`config.mk`:
```
export PLATFORM = sky130hd
export DESIGN_NAME = rom_load_router
export DESIGN_NICKNAME = d
export VERILOG_FILES = /design/src/rtl/rom_load_router.sv
export SDC_FILE = /design/constraint.sdc
export NUM_CORES = 1
export LEC_CHECK = 0
export BUFFER_PORTS_ARGS = -buffer_cell sky130_fd_sc_hd__buf_2
export CORE_MARGIN = 1
export CORE_UTILIZATION = 25
export DETAILED_ROUTE_END_ITERATION = 6
export SKIP_LAST_GASP = 1
export SYNTH_ARGS = -nofsm -noshare
export SYNTH_HDL_FRONTEND = slang
export SYNTH_SLANG_ARGS = --single-unit
```
`constraint.sdc`:
```
create_clock -name clk_sys -period 5.8 [get_ports clk_sys]
set_clock_uncertainty 0.15 [all_clocks]
set_input_delay 0 -clock clk_sys [delete_from_list [all_inputs] [get_ports clk_sys]]
set_output_delay 0 -clock clk_sys [all_outputs]
set_load 0.01 [all_outputs]
```
`src/rtl/rom_load_router.sv`:
```
// rom_load_router: steers an ioctl ROM download stream into NREG address
// regions. It also counts the bytes per region to flag complete regions, and
// captures the DIP-switch and mod-byte side streams.
// Optional feature: define ROM_LOAD_ROUTER_CHECKSUM_EN to add rom_sum, the
// 16-bit running sum of routed bytes.
module rom_load_router #(
  parameter int                 NREG     = 3,
  parameter int                 AW       = 16,
  parameter logic [NREG*25-1:0] REG_BASE = {25'h0FF00, 25'h0E000, 25'h00000},
  parameter logic [NREG*25-1:0] REG_SIZE = {25'h10000, 25'h01000, 25'h08000}
) (
  input  logic            clk_sys,
  input  logic            reset,
  input  logic            ioctl_download,
  input  logic            ioctl_wr,
  input  logic [7:0]      ioctl_index,
  input  logic [24:0]     ioctl_addr,
  input  logic [7:0]      ioctl_dout,
  output logic [NREG-1:0] rom_wr,
  output logic [AW-1:0]   rom_addr,
  output logic [7:0]      rom_data,
  output logic [NREG-1:0] region_ok,
  output logic            load_done,
  output logic [63:0]     dip_sw,
  output logic [7:0]      mod_byte,
  output logic            mod_valid
`ifdef ROM_LOAD_ROUTER_CHECKSUM_EN
  ,
  output logic [15:0]     rom_sum
`endif
);

  typedef enum logic [1:0] {IDLE, LOAD, DONE} state_t;

  state_t          state_q, state_d;
  logic            load_entry;
  logic            route_en;
  logic            hit;
  logic [NREG-1:0] match;
  logic [NREG-1:0] sel;
  logic [24:0]     offs [NREG];
  logic [AW-1:0]   addr_sel;

  logic [NREG-1:0] rom_wr_q;
  logic [AW-1:0]   rom_addr_q;
  logic [7:0]      rom_data_q;
  logic [63:0]     dip_sw_q;
  logic [7:0]      mod_byte_q;
  logic            mod_valid_q;

  // A ROM download starts on the first cycle that shows download with index 0.
  // That entry cycle both clears the bookkeeping and routes its own byte.
  assign load_entry = (state_q == IDLE) && ioctl_download && (ioctl_index == 8'd0);
  assign route_en   = ioctl_wr && (ioctl_index == 8'd0) && (load_entry || (state_q == LOAD));
  assign hit        = route_en && (|match);

  genvar gi;
  generate
    for (gi = 0; gi < NREG; gi++) begin : g_region
      localparam logic [25:0] LO   = {1'b0, REG_BASE[gi*25 +: 25]};
      localparam logic [24:0] SIZE = REG_SIZE[gi*25 +: 25];

      logic [25:0] diff;
      logic [24:0] cnt_q;
      logic        ok_q;

      // If the address is below the base, the subtraction wraps and sets bit 25.
      // Otherwise the low bits are the region-relative offset.
      assign diff      = {1'b0, ioctl_addr} - LO;
      assign match[gi] = !diff[25] && (diff[24:0] < SIZE);
      assign offs[gi]  = diff[24:0];
      assign region_ok[gi] = ok_q;

      // Per-region byte counter: restarts at download entry and saturates at all-ones.
      always_ff @(posedge clk_sys) begin
        if (reset) begin
          cnt_q <= '0;
        end else if (load_entry) begin
          cnt_q <= (route_en && sel[gi]) ? 25'd1 : 25'd0;
        end else if (route_en && sel[gi] && (cnt_q != '1)) begin
          cnt_q <= cnt_q + 25'd1;
        end
      end

      // Completeness flag: cleared at entry and evaluated once during DONE.
      always_ff @(posedge clk_sys) begin
        if (reset || load_entry) begin
          ok_q <= 1'b0;
        end else if (state_q == DONE) begin
          ok_q <= (cnt_q == SIZE);
        end
      end
    end
  endgenerate

  // Priority select: scanning from the top down leaves the lowest-numbered match.
  always_comb begin
    sel      = '0;
    addr_sel = '0;
    for (int i = NREG - 1; i >= 0; i--) begin
      if (match[i]) begin
        sel      = '0;
        sel[i]   = 1'b1;
        addr_sel = offs[i][AW-1:0];
      end
    end
  end

  // FSM state register.
  always_ff @(posedge clk_sys) begin
    if (reset) state_q <= IDLE;
    else       state_q <= state_d;
  end

  // FSM next state. load_done is high for exactly the single DONE cycle.
  always_comb begin
    state_d   = state_q;
    load_done = 1'b0;
    case (state_q)
      IDLE:    if (load_entry) state_d = LOAD;
      LOAD:    if (!ioctl_download) state_d = DONE;
      DONE: begin
        load_done = 1'b1;
        state_d   = IDLE;
      end
      default: state_d = IDLE;
    endcase
  end

  // Routed write port, registered one cycle after the ioctl strobe.
  always_ff @(posedge clk_sys) begin
    if (reset) begin
      rom_wr_q   <= '0;
      rom_addr_q <= '0;
      rom_data_q <= '0;
    end else begin
      rom_wr_q <= route_en ? sel : '0;
      if (hit) begin
        rom_addr_q <= addr_sel;
        rom_data_q <= ioctl_dout;
      end
    end
  end

  // Side-stream capture of DIP bytes and the mod byte, active in every state.
  always_ff @(posedge clk_sys) begin
    if (reset) begin
      dip_sw_q    <= '0;
      mod_byte_q  <= '0;
      mod_valid_q <= 1'b0;
    end else begin
      if (ioctl_wr && (ioctl_index == 8'd254) && (ioctl_addr[24:3] == 22'd0)) begin
        dip_sw_q[{ioctl_addr[2:0], 3'b000} +: 8] <= ioctl_dout;
      end
      if (ioctl_wr && (ioctl_index == 8'd1)) begin
        mod_byte_q  <= ioctl_dout;
        mod_valid_q <= 1'b1;
      end
    end
  end

`ifdef ROM_LOAD_ROUTER_CHECKSUM_EN
  logic [15:0] sum_q;

  // Running sum of routed bytes. It restarts at download entry and holds between downloads.
  always_ff @(posedge clk_sys) begin
    if (reset) begin
      sum_q <= '0;
    end else if (load_entry) begin
      sum_q <= hit ? {8'd0, ioctl_dout} : 16'd0;
    end else if (hit) begin
      sum_q <= sum_q + {8'd0, ioctl_dout};
    end
  end

  assign rom_sum = sum_q;
`endif

  assign rom_wr    = rom_wr_q;
  assign rom_addr  = rom_addr_q;
  assign rom_data  = rom_data_q;
  assign dip_sw    = dip_sw_q;
  assign mod_byte  = mod_byte_q;
  assign mod_valid = mod_valid_q;

endmodule

```
**Word-level counts from Yosys, hierarchy flattened**

Index checks and enable logic that the tools add are counted.

- Output and inout bits: 104
- Input bits: 45
- Flip-flop bits (word level): 180
- Logic and storage cells: 86

- Bitwise logic cells: 1
- Reductions and logical operators: 29
- Muxes and demuxes: 20
- Eq/ne operators: 12
- Magnitude comparators: 3
- Shifts and indexed selects: 2
- Add/sub/neg operators: 6

Operators with widths:

| kind | number |
|---|---|
| $mux W25 | 6 |
| $add A25 B1 Y25 const B | 3 |
| $ne A25 B25 Y1 const B | 3 |
| $bwmux W64 | 1 |
| $shift A8 B8 Y64 const A | 1 |
| $shiftx A8 B8 Y64 | 1 |
| $sub A25 B16 Y26 const B | 2 |
| $mux W16 | 3 |
| $eq A25 B13 Y1 const B | 1 |
| $eq A25 B16 Y1 const B | 1 |
| $eq A25 B17 Y1 const B | 1 |
| $lt A25 B13 Y1 const B | 1 |
| $lt A25 B16 Y1 const B | 1 |
| $lt A25 B17 Y1 const B | 1 |
| $logic_not A22 Y1 | 1 |
| $logic_and A1 B1 Y1 | 16 |
| $mux W3 | 3 |
| $eq A8 B1 Y1 const B | 1 |
| $eq A8 B8 Y1 const B | 1 |
| $logic_not A8 Y1 | 1 |
| $neg A6 Y8 | 1 |
| $reduce_bool A2 Y1 | 3 |
| $mux W1 | 4 |
| $mux W2 | 2 |
| other kinds (11) | 14 |

**Longest topological paths before layout**

Gate-level depths: netlist of the first run.

- Word-level depth: 10
- Gate-level depth with buffers: 13
- Depth with buffers taken out: 9

**Worst setup path before layout of the first run**

No wires, ideal clock.

- Path kind: input -> register
- Start point: input ioctl_addr[17]
- End point: register g_region[2].cnt_q[21]
- Required time: 5.518 ns
- Setup slack: 3.191 ns
- Arrival: 2.327 ns
- Stages on the path: 10
- Library setup time: 0.132 ns
- Buffers on the path: 2
- Cells stage by stage: buf_6 nor3_2 mux2_2 nor3_2 nor3_2 or4_1 clkbuf_1 nor3_2 a21o_1 a21oi_1

- Cells in the longest elaborated chain, start to end: 9
- Elaborated cells on any way between the ends: 15
- Classes of those cells: add/sub (2); order compare (3); mux (3); reduce/logical (7)

Ends and longest elaborated chain:

| item | line | source |
|---|---|---|
| start, declared | 17 | `input logic [24:0] ioctl_addr,` |
| $sub A25 B16 Y26 | 69 | `assign diff = {1'b0, ioctl_addr} - LO;` |
| $lt A25 B17 Y1 / $logic_not A1 Y1 (equally long branches) | 70 | `assign match[gi] = !diff[25] && (diff[24:0] < SIZE);` |
| $logic_and A1 B1 Y1 | 70 |  |
| $mux W3 (2 in series) | 101 | `if (match[i]) begin` |
| $mux W3 * | 101 |  |
| $logic_and A1 B1 Y1 * (2 in series) | 80 | `end else if (route_en && sel[gi] && (cnt_q != '1)) begin` |
| $reduce_bool A2 Y1 (no line) * | n/a |  |
| end signal, assigned | 79 | `cnt_q <= (route_en && sel[gi]) ? 25'd1 : 25'd0;` |
| end signal, assigned | 81 | `cnt_q <= cnt_q + 25'd1;` |
| end, declared | 64 | `logic [24:0] cnt_q;` |

Mark *: on every way between the ends. The rest lies on a longest branch, timed or not.
A chain may end at the register's enable or synchronous reset.

**Worst setup path in the final report of the first run**

- Start point: input ioctl_addr[21]
- End point: register dip_sw_q[21], in the netlist dip_sw[21]

- Cells in the longest elaborated chain, start to end: 2

Ends and longest elaborated chain:

| item | line | source |
|---|---|---|
| $logic_not A22 Y1 | 152 | `if (ioctl_wr && (ioctl_index == 8'd254) && (ioctl_addr[24:3] == 22'd0)) begin` |
| $logic_and A1 B1 Y1 | 152 |  |
| end signal, assigned by index | 153 | `dip_sw_q[{ioctl_addr[2:0], 3'b000} +: 8] <= ioctl_dout;` |
| end, declared | 47 | `logic [63:0] dip_sw_q;` |

No other way between the ends.

==> PnR_summary.wiki, run 1 <==
{| class="wikitable"
! Metric !! Value
|-
| Outcome || complete, no violations
|-
| Post-Syn Instances || between 1k and 1.5k
|-
| Horizontal extent of the die || approximately 190 um
|-
| Wire length after detailed routing || approximately 25,000 um
|-
| Kind of path behind the tightest hold check || in -> reg
|-
| Vias per cell || between 4 and 5
|-
| RSZ-0062 raised after global routing || false
|-
| Area taken by flip-flops and latches || 0.00360 mm^2
|-
| Number of clock sinks seen by CTS || 180
|-
| Num ports || roughly 150
|-
| Most common cell in the netlist || sky130_fd_sc_hd__dfxtp_1
|-
| Number of DRC markers after the initial detailed-route iteration || between 500 and 600
|-
| Max Clk Rate || 0.246 GHz
|-
| Sequential share of the synthesized area || 0.422
|-
| Setup slack on the worst flop-to-flop path || ~2800 ps
|-
| Combinational family with the most area after synthesis || simple AND/OR/NAND/NOR gates
|-
| Class of the most critical setup path || in -> reg
|-
| P_sw || ~0.00066 W
|-
| Clock Path Buffers || 2
|-
| Headroom to the max-slew limit || 0.251
|-
| Kind of start point of the critical path || input port
|-
| Gates resized, CTS repair || 0
|-
| Required time at the endpoint of the critical path || 5950 ps
|-
| Clk pin slew, worst setup/hold paths || approximately 70 ps
|-
| WL per Instance || approximately 15 um
|-
| Share of power burned in registers || 0.481
|-
| Synth top cells by count || 180 x sky130_fd_sc_hd__dfxtp_1, 156 x sky130_fd_sc_hd__nand2_1, 118 x sky130_fd_sc_hd__nor2_1, 98 x sky130_fd_sc_hd__a21oi_1, 75 x sky130_fd_sc_hd__nand3_1
|-
| Antenna diode count || 0
|-
| Reg2reg start || state_q[1]
|-
| Worst setup path startpoint || ioctl_addr[21]
|-
| Total of buffers placed on input and output ports || between 100 and 150
|-
| Std-Cell Rows || 67
|-
| Number of synthesized flops with an enable pin || 0
|-
| Number of nets in the synthesized netlist || approximately 1.1k
|-
| Number of max-cap violations || 0
|-
| Largest area contributor in the netlist || sky130_fd_sc_hd__dfxtp_1
|-
| Layout overhead on the synthesized area || 23.9%
|-
| Area occupied by multi-input gates || roughly 0.0046 mm^2
|-
| Simple-gate area share of the yosys netlist || 0.324
|-
| Synth warn || 0
|-
| Synthesized-area fraction occupied by xor and xnor cells || 0.0605
|-
| Die extent in y || around 190 um
|-
| Via total after detailed routing || between 8k and 9k
|-
| Share of post-route cells with drive strength above 1 || 0.167
|-
| Setup TNS || 0 ps
|-
| Final period utilization || 0.700
|-
| Reg2Reg Depth || 7
|-
| Final hold viol count || 0
|-
| Internal power || between 0.0015 and 0.002 W
|-
| Area of the die || 0.0349 mm^2
|-
| Number of nets with antenna violations after detailed routing || 0
|-
| Effective utilization at floorplan || 0.255
|-
| Number of global-route vias before repair || between 7k and 8k
|-
| Number of buffers added by the clock tree synthesis step || 17
|-
| Area of the core region || 0.0335 mm^2
|-
| CTS tree || yes
|-
| Portion of total power attributed to combinational logic || 0.052
|-
| GRT Total Usage || 0.139
|-
| Final core utilization || 0.315
|-
| Final GP Congestion || 0.879
|-
| # H-tree levels || 4
|-
| Leakage Power || between 4 and 5 nW
|-
| Adder-cell share of the synthesized area || 0.0220
|-
| Register bit count reported by yosys || between 150 and 200
|-
| Number of nets in the finished design || between 1k and 1.5k
|-
| Area fraction in compound gates after synthesis || 0.107
|-
| Total power divided by cell area || 242 mW/mm^2
|-
| Clock latency on the worst-skew pair || around 440 ps
|-
| Setup violation total in the final timing report || 0
|-
| Detailed-router iteration count before antenna repair || 4
|-
| Fraction of synthesis flops using an asynchronous set or reset pin || 0
|-
| Actual slew at the worst max-slew pin || approximately 1100 ps
|-
| Maximum vdd ir drop || 0.000202 V
|-
| Most common flop cell mapped by yosys || sky130_fd_sc_hd__dfxtp_1
|-
| End of the worst hold path || g_region[0].cnt_q[0]
|-
| Minimum period implied by the final worst setup slack || 4060 ps
|-
| Clock root buffer master || sky130_fd_sc_hd__clkbuf_16
|-
| Cell types with the largest area share after synthesis || sky130_fd_sc_hd__dfxtp_1 42%, sky130_fd_sc_hd__nand2_1 6.9%, sky130_fd_sc_hd__a21oi_1 5.7%, sky130_fd_sc_hd__nor2_1 5.2%, sky130_fd_sc_hd__xor2_1 5.1%
|-
| Unique masters post-synth || 66
|-
| Data arrival time at the worst-slack endpoint || 4200 ps
|-
| Proportion of netlist area held by the largest area contributor || 0.422
|-
| Type of element capturing the critical path || flip-flop
|-
| Worst hold path startpoint || ioctl_index[2]
|-
| Largest net degree at the start of global routing || approximately 70
|-
| Total gr overflow || 0
|-
| Initial antenna violation count || 1
|-
| Final Max Slew Viols || 0
|-
| Highest net fanout along the worst path || 15
|-
| Residual DRC || 0
|-
| Fraction of synthesized area in multiplexers || 0.0236
|-
| Worst Hold Path Cells || 5
|-
| HPWL Detailed || 17,200 um
|-
| Fill cells || about 3.6k
|-
| Fraction of power consumed by the clock network || 0.466
|-
| Netlist area before placement || between 0.008 and 0.009 mm^2
|-
| Net switching fraction of the power || 0.259
|-
| Global-route wire length before repair || 39,400 um
|-
| Avg Cell Area, Syn || slightly above 8 um^2
|-
| Worst R2R End || g_region[1].cnt_q[22]
|}
-- worst max-delay path, cell delays in order --
cell	delay (ps)
sky130_fd_sc_hd__dlygate4sd3_1	530
sky130_fd_sc_hd__buf_2	140
sky130_fd_sc_hd__or4_4	490
sky130_fd_sc_hd__dlygate4sd3_1	630
sky130_fd_sc_hd__nor4b_4	510
sky130_fd_sc_hd__nand4_1	390
sky130_fd_sc_hd__nor3b_2	850
sky130_fd_sc_hd__nand2_1	420
sky130_fd_sc_hd__nand2_1	170
sky130_fd_sc_hd__a21oi_1	70
-- registers in the layout, indices dropped and copies added (netlist names) --
register,flops
state_q,2
rom_data,8
mod_byte,8
rom_addr,16
g_region.ok_q,3
g_region.cnt_q,75
rom_wr,3
dip_sw,64
mod_valid,1
-- routing by layer --
layer  wire, um  part of all wire  global-route usage
met5         13           0.00053                   0
met4        468             0.019              0.0511
met3       1340             0.054              0.0275
met2      11200              0.45               0.224
met1      11600              0.47               0.184
-- how the worst max path moves through the flow --
stage                                  endpoint  slack (ps)  cells past startpoint
after global routing                 dip_sw[15]        1460                     10
after floorplan           g_region[2].cnt_q[21]        3190                     10
final                                dip_sw[21]        1740                     10
after CTS                            dip_sw[21]        1730                     10
after detailed placement             dip_sw[21]        2270                      8
after global placement               dip_sw[16]        2360                      8
-- cell type report --
| class | instances | area share |
|---|---|---|
| clock buffer | 17 | 0.0402 |
| clock inverter | 15 | 0.0173 |
| inverter | 24 | 0.00852 |
| multi-input combinational | 792 | 0.433 |
| sequential | 180 | 0.341 |
| tap | 448 | 0.0530 |
| timing repair buffer | 188 | 0.107 |
-- cell families after synthesis --
kind of cell               Yosys count
xor gates and xnor gates            59
adders and majority gates           15
DFF                                180
muxes                               20
AOI/OAI and AO/OA                  156
and+or+nand+nor                    542
buffers and inverters               85
-- repair_timing --
action	in CTS	in global routing
hold buffers	37	0
setup buffers	0	0
hold endpoints to repair	102	0
-- cell usage in the layout (no fill, tap or decap), types with 5 or more instances in the layout --
cell type,netlist,routed
sky130_fd_sc_hd__a211oi_1,5,5
sky130_fd_sc_hd__a21oi_1,98,98
sky130_fd_sc_hd__and2_1,16,16
sky130_fd_sc_hd__and3_1,19,19
sky130_fd_sc_hd__and4_1,8,8
sky130_fd_sc_hd__buf_2,13,147
sky130_fd_sc_hd__clkbuf_16,0,17
sky130_fd_sc_hd__dfxtp_1,180,180
sky130_fd_sc_hd__dlygate4sd3_1,0,37
sky130_fd_sc_hd__ha_1,15,15
sky130_fd_sc_hd__inv_1,24,24
sky130_fd_sc_hd__inv_8,0,7
sky130_fd_sc_hd__mux2i_1,19,19
sky130_fd_sc_hd__nand2_1,156,155
sky130_fd_sc_hd__nand2b_1,5,5
sky130_fd_sc_hd__nand3_1,75,75
sky130_fd_sc_hd__nand3b_1,6,6
sky130_fd_sc_hd__nand4_1,44,44
sky130_fd_sc_hd__nor2_1,118,118
sky130_fd_sc_hd__nor3_1,21,21
sky130_fd_sc_hd__nor3_2,6,6
sky130_fd_sc_hd__nor4_1,22,22
sky130_fd_sc_hd__nor4b_1,6,6
sky130_fd_sc_hd__o21ai_0,19,19
sky130_fd_sc_hd__o31ai_1,6,6
sky130_fd_sc_hd__or3_1,12,12
sky130_fd_sc_hd__xnor2_1,9,9
sky130_fd_sc_hd__xor2_1,50,50
-- power by group through the flow --
stage               sequential [W]  clock, W  combinational, W
floorplan                  0.00126         0         0.0000683
global placement           0.00126         0          0.000116
detailed placement         0.00126         0          0.000117
CTS                        0.00123   0.00122          0.000133
global route               0.00123   0.00127          0.000144
finish                     0.00123   0.00120          0.000135
-- per-stage QoR --
| stage | power, W | hold slack [ps] | setup slack, ps | std cells | instance area [um^2] |
|---|---|---|---|---|---|
| 2_1_floorplan | 0.00133 | -71.1 | 3190 | 1057 | 8530 |
| 6_report | 0.00257 | 20.5 | 1740 | 1664 | 10600 |
| 3_5_place_dp | 0.00138 | 90.5 | 2270 | 1595 | 9600 |
| 3_3_place_gp | 0.00138 | 85.6 | 2360 | 1595 | 9600 |
| 5_1_grt | 0.00265 | 53.3 | 1460 | 1664 | 10600 |
| 4_1_cts | 0.00259 | 1.21 | 1730 | 1664 | 10600 |
Power figures use the tool's default switching activity.
==> inputs of run 2 (changes only) <==
Clock period 5.8 ns to 3.9 ns, I/O delays scaled along.
==> PnR_summary.wiki, run 2 (synthesis results as in run 1) <==
{| class="wikitable"
! Metric !! Value
|-
| Layout overhead on the synthesized area || 23.9%
|-
| Number of buffers added by the clock tree synthesis step || 17
|-
| Antenna diode count || 0
|-
| Max Clk Rate || 0.314 GHz
|-
| Detailed-router iteration count before antenna repair || 5
|-
| Area of the die || roughly 0.035 mm^2
|-
| Largest register FFs || between 70 and 80
|-
| Commonest cells after routing, fill and taps aside || 180 x sky130_fd_sc_hd__dfxtp_1, 155 x sky130_fd_sc_hd__nand2_1, 147 x sky130_fd_sc_hd__buf_2
|-
| HPWL Detailed || ~17,000 um
|-
| Final setup slack of the worst path || approximately 710 ps
|-
| Crit-path slowest cell || sky130_fd_sc_hd__dlygate4sd3_1
|-
| Cts-stage hold buffer count || 30
|-
| Clock latency on the worst-skew pair || 440 ps
|-
| Pre-CTS setup slack || 793 ps
|-
| Total power divided by cell area || around 360 mW/mm^2
|-
| GRT Total Usage || 0.141
|-
| Num ports || around 150
|-
| Type of element capturing the critical path || flip-flop
|-
| Final period utilization || 0.818
|-
| Maximum vdd ir drop || just under 0.0003 V
|-
| Total gr overflow || 0
|-
| CTS tree || yes
|-
| Final hold viol count || 0
|-
| Kind of start point of the critical path || input port
|-
| Outcome || complete, no violations
|-
| Critical Path Max Stage Delay || ~530 ps
|-
| Clock Path Buffers || 2
|-
| Total of buffers placed on input and output ports || between 100 and 150
|-
| RSZ-0062 raised after global routing || false
|-
| Reg2Reg Depth || 8
|-
| Effective utilization at floorplan || 0.255
|-
| Data arrival time at the worst-slack endpoint || 3400 ps
|-
| Number of clock sinks seen by CTS || between 150 and 200
|-
| Number of nets in the finished design || about 1.3k
|-
| Std-Cell Rows || 67
|-
| Number of max-cap violations || 0
|-
| Minimum period implied by the final worst setup slack || roughly 3200 ps
|-
| Worst Hold Path Cells || 5
|-
| Setup violation total in the final timing report || 0
|-
| Largest net degree at the start of global routing || 85
|-
| WL per Instance || around 15 um
|-
| Die extent in y || about 190 um
|-
| Area of the core region || around 0.034 mm^2
|-
| Share of post-route cells with drive strength above 1 || 0.174
|-
| Most common library cell in the layout ignoring fill and taps || sky130_fd_sc_hd__dfxtp_1
|-
| Number of DRC markers after the initial detailed-route iteration || 440
|-
| Wire length after detailed routing || roughly 25,000 um
|-
| Post-CTS Setup Inserts || 0
|-
| Horizontal extent of the die || between 150 and 200 um
|-
| Residual DRC || 0
|-
| Highest net fanout along the worst path || 14
|-
| Number of nets with antenna violations after detailed routing || 0
|-
| Class of the most critical setup path || in -> reg
|-
| Clk pin slew, worst setup/hold paths || approximately 70 ps
|-
| Required time at the endpoint of the critical path || just over 4000 ps
|-
| Final GP Congestion || about 0.87
|-
| Vias per cell || between 4 and 5
|-
| Post-Layout Cell Count || approximately 1.7k
|-
| Setup TNS || 0 ps
|-
| Headroom to the max-slew limit || 0.407
|-
| Actual slew at the worst max-slew pin || approximately 900 ps
|-
| Leakage Power || 4.10 nW
|-
| Final Max Slew Viols || 0
|-
| Ordered cell list for the critical path || dlygate4sd3_1, buf_2, ha_1, or4bb_1, a21oi_1, nor3_2, nor3_2, nor2_1, a21oi_4, buf_4, nand2_1, a21oi_1
|-
| Global-route wire length before repair || about 40,000 um
|-
| Number of global-route vias before repair || about 7.4k
|-
| Kind of path behind the tightest hold check || in -> reg
|-
| # H-tree levels || 4
|-
| Clock root buffer master || sky130_fd_sc_hd__clkbuf_16
|-
| Top reg by flops || g_region.cnt_q
|-
| Gates resized, CTS repair || 0
|-
| Placed cell count || 1,604
|-
| Initial antenna violation count || 1
|-
| Via total after detailed routing || around 8k
|}
-- run 2: cell types whose count changed in the layout (fill, tap and decap cells not counted), sizes merged --
cell / delta
bufinv: -1
buf: +9
dlygate4sd3: -7
clkinvlp: -2
clkinv: +5
inv: -2
-- run 2: worst max-delay path: cells and delay by family --
| family | cells | cell delay (ps) |
|---|---|---|
| simple gates | 5 | 1420 |
| fa+ha+maj | 1 | 300 |
| buf+inv | 3 | 1020 |
| compound gates | 3 | 660 |
-- run 2: metrics by stage --
step / util / hold slack (ps) / area, um^2 / total power (W)
global route: 0.315 / 59.9 / 10600 / 0.00391
CTS: 0.315 / 11.4 / 10600 / 0.00382
floorplan: - / -71.1 / 8530 / 0.00198
detailed placement: 0.288 / 85.4 / 9670 / 0.00206
finish: 0.315 / 26.8 / 10600 / 0.00378
global placement: 0.288 / 79.5 / 9670 / 0.00206
-- run 2: area by class of cell --
cell class	count	area (um^2)
Inverter	24	90.1
Timing Repair Buffer	190	1130
Fill cell	3603	23000
Multi-Input combinational cell	792	4580
Tap cell	448	561
Sequential cell	180	3600
Clock inverter	15	180
Clock buffer	17	425
-- run 2: final timing paths --
check,slack (ps),start,endpoint
worst min register to register,290,mod_valid,mod_valid
worst max register to register,960,g_region[1].cnt_q[6],g_region[1].cnt_q[17]
worst min-delay path,30,ioctl_index[7],g_region[0].cnt_q[0]
worst max-delay path,710,ioctl_addr[14],rom_addr[4]
-- run 2: layer usage --
| metal | vias up | routed length, um | GRT usage |
|---|---|---|---|
| met5 | - | 13 | 0 |
| met4 | 2 | 272 | 0.0385 |
| met3 | 20 | 1160 | 0.0288 |
| met2 | 206 | 11400 | 0.231 |
| met1 | 3750 | 11800 | 0.188 |
| li1 | 4006 | - | - |
-- run 2: power by group --
group	internal (W)	leakage [nW]	switching (W)	total (W)
clock network	0.000871	0.295	0.000866	0.00174
logic	0.0000685	2.36	0.000135	0.000204
registers	0.00184	1.45	0.0000000699	0.00184
total	0.00278	4.10	0.00100	0.00378
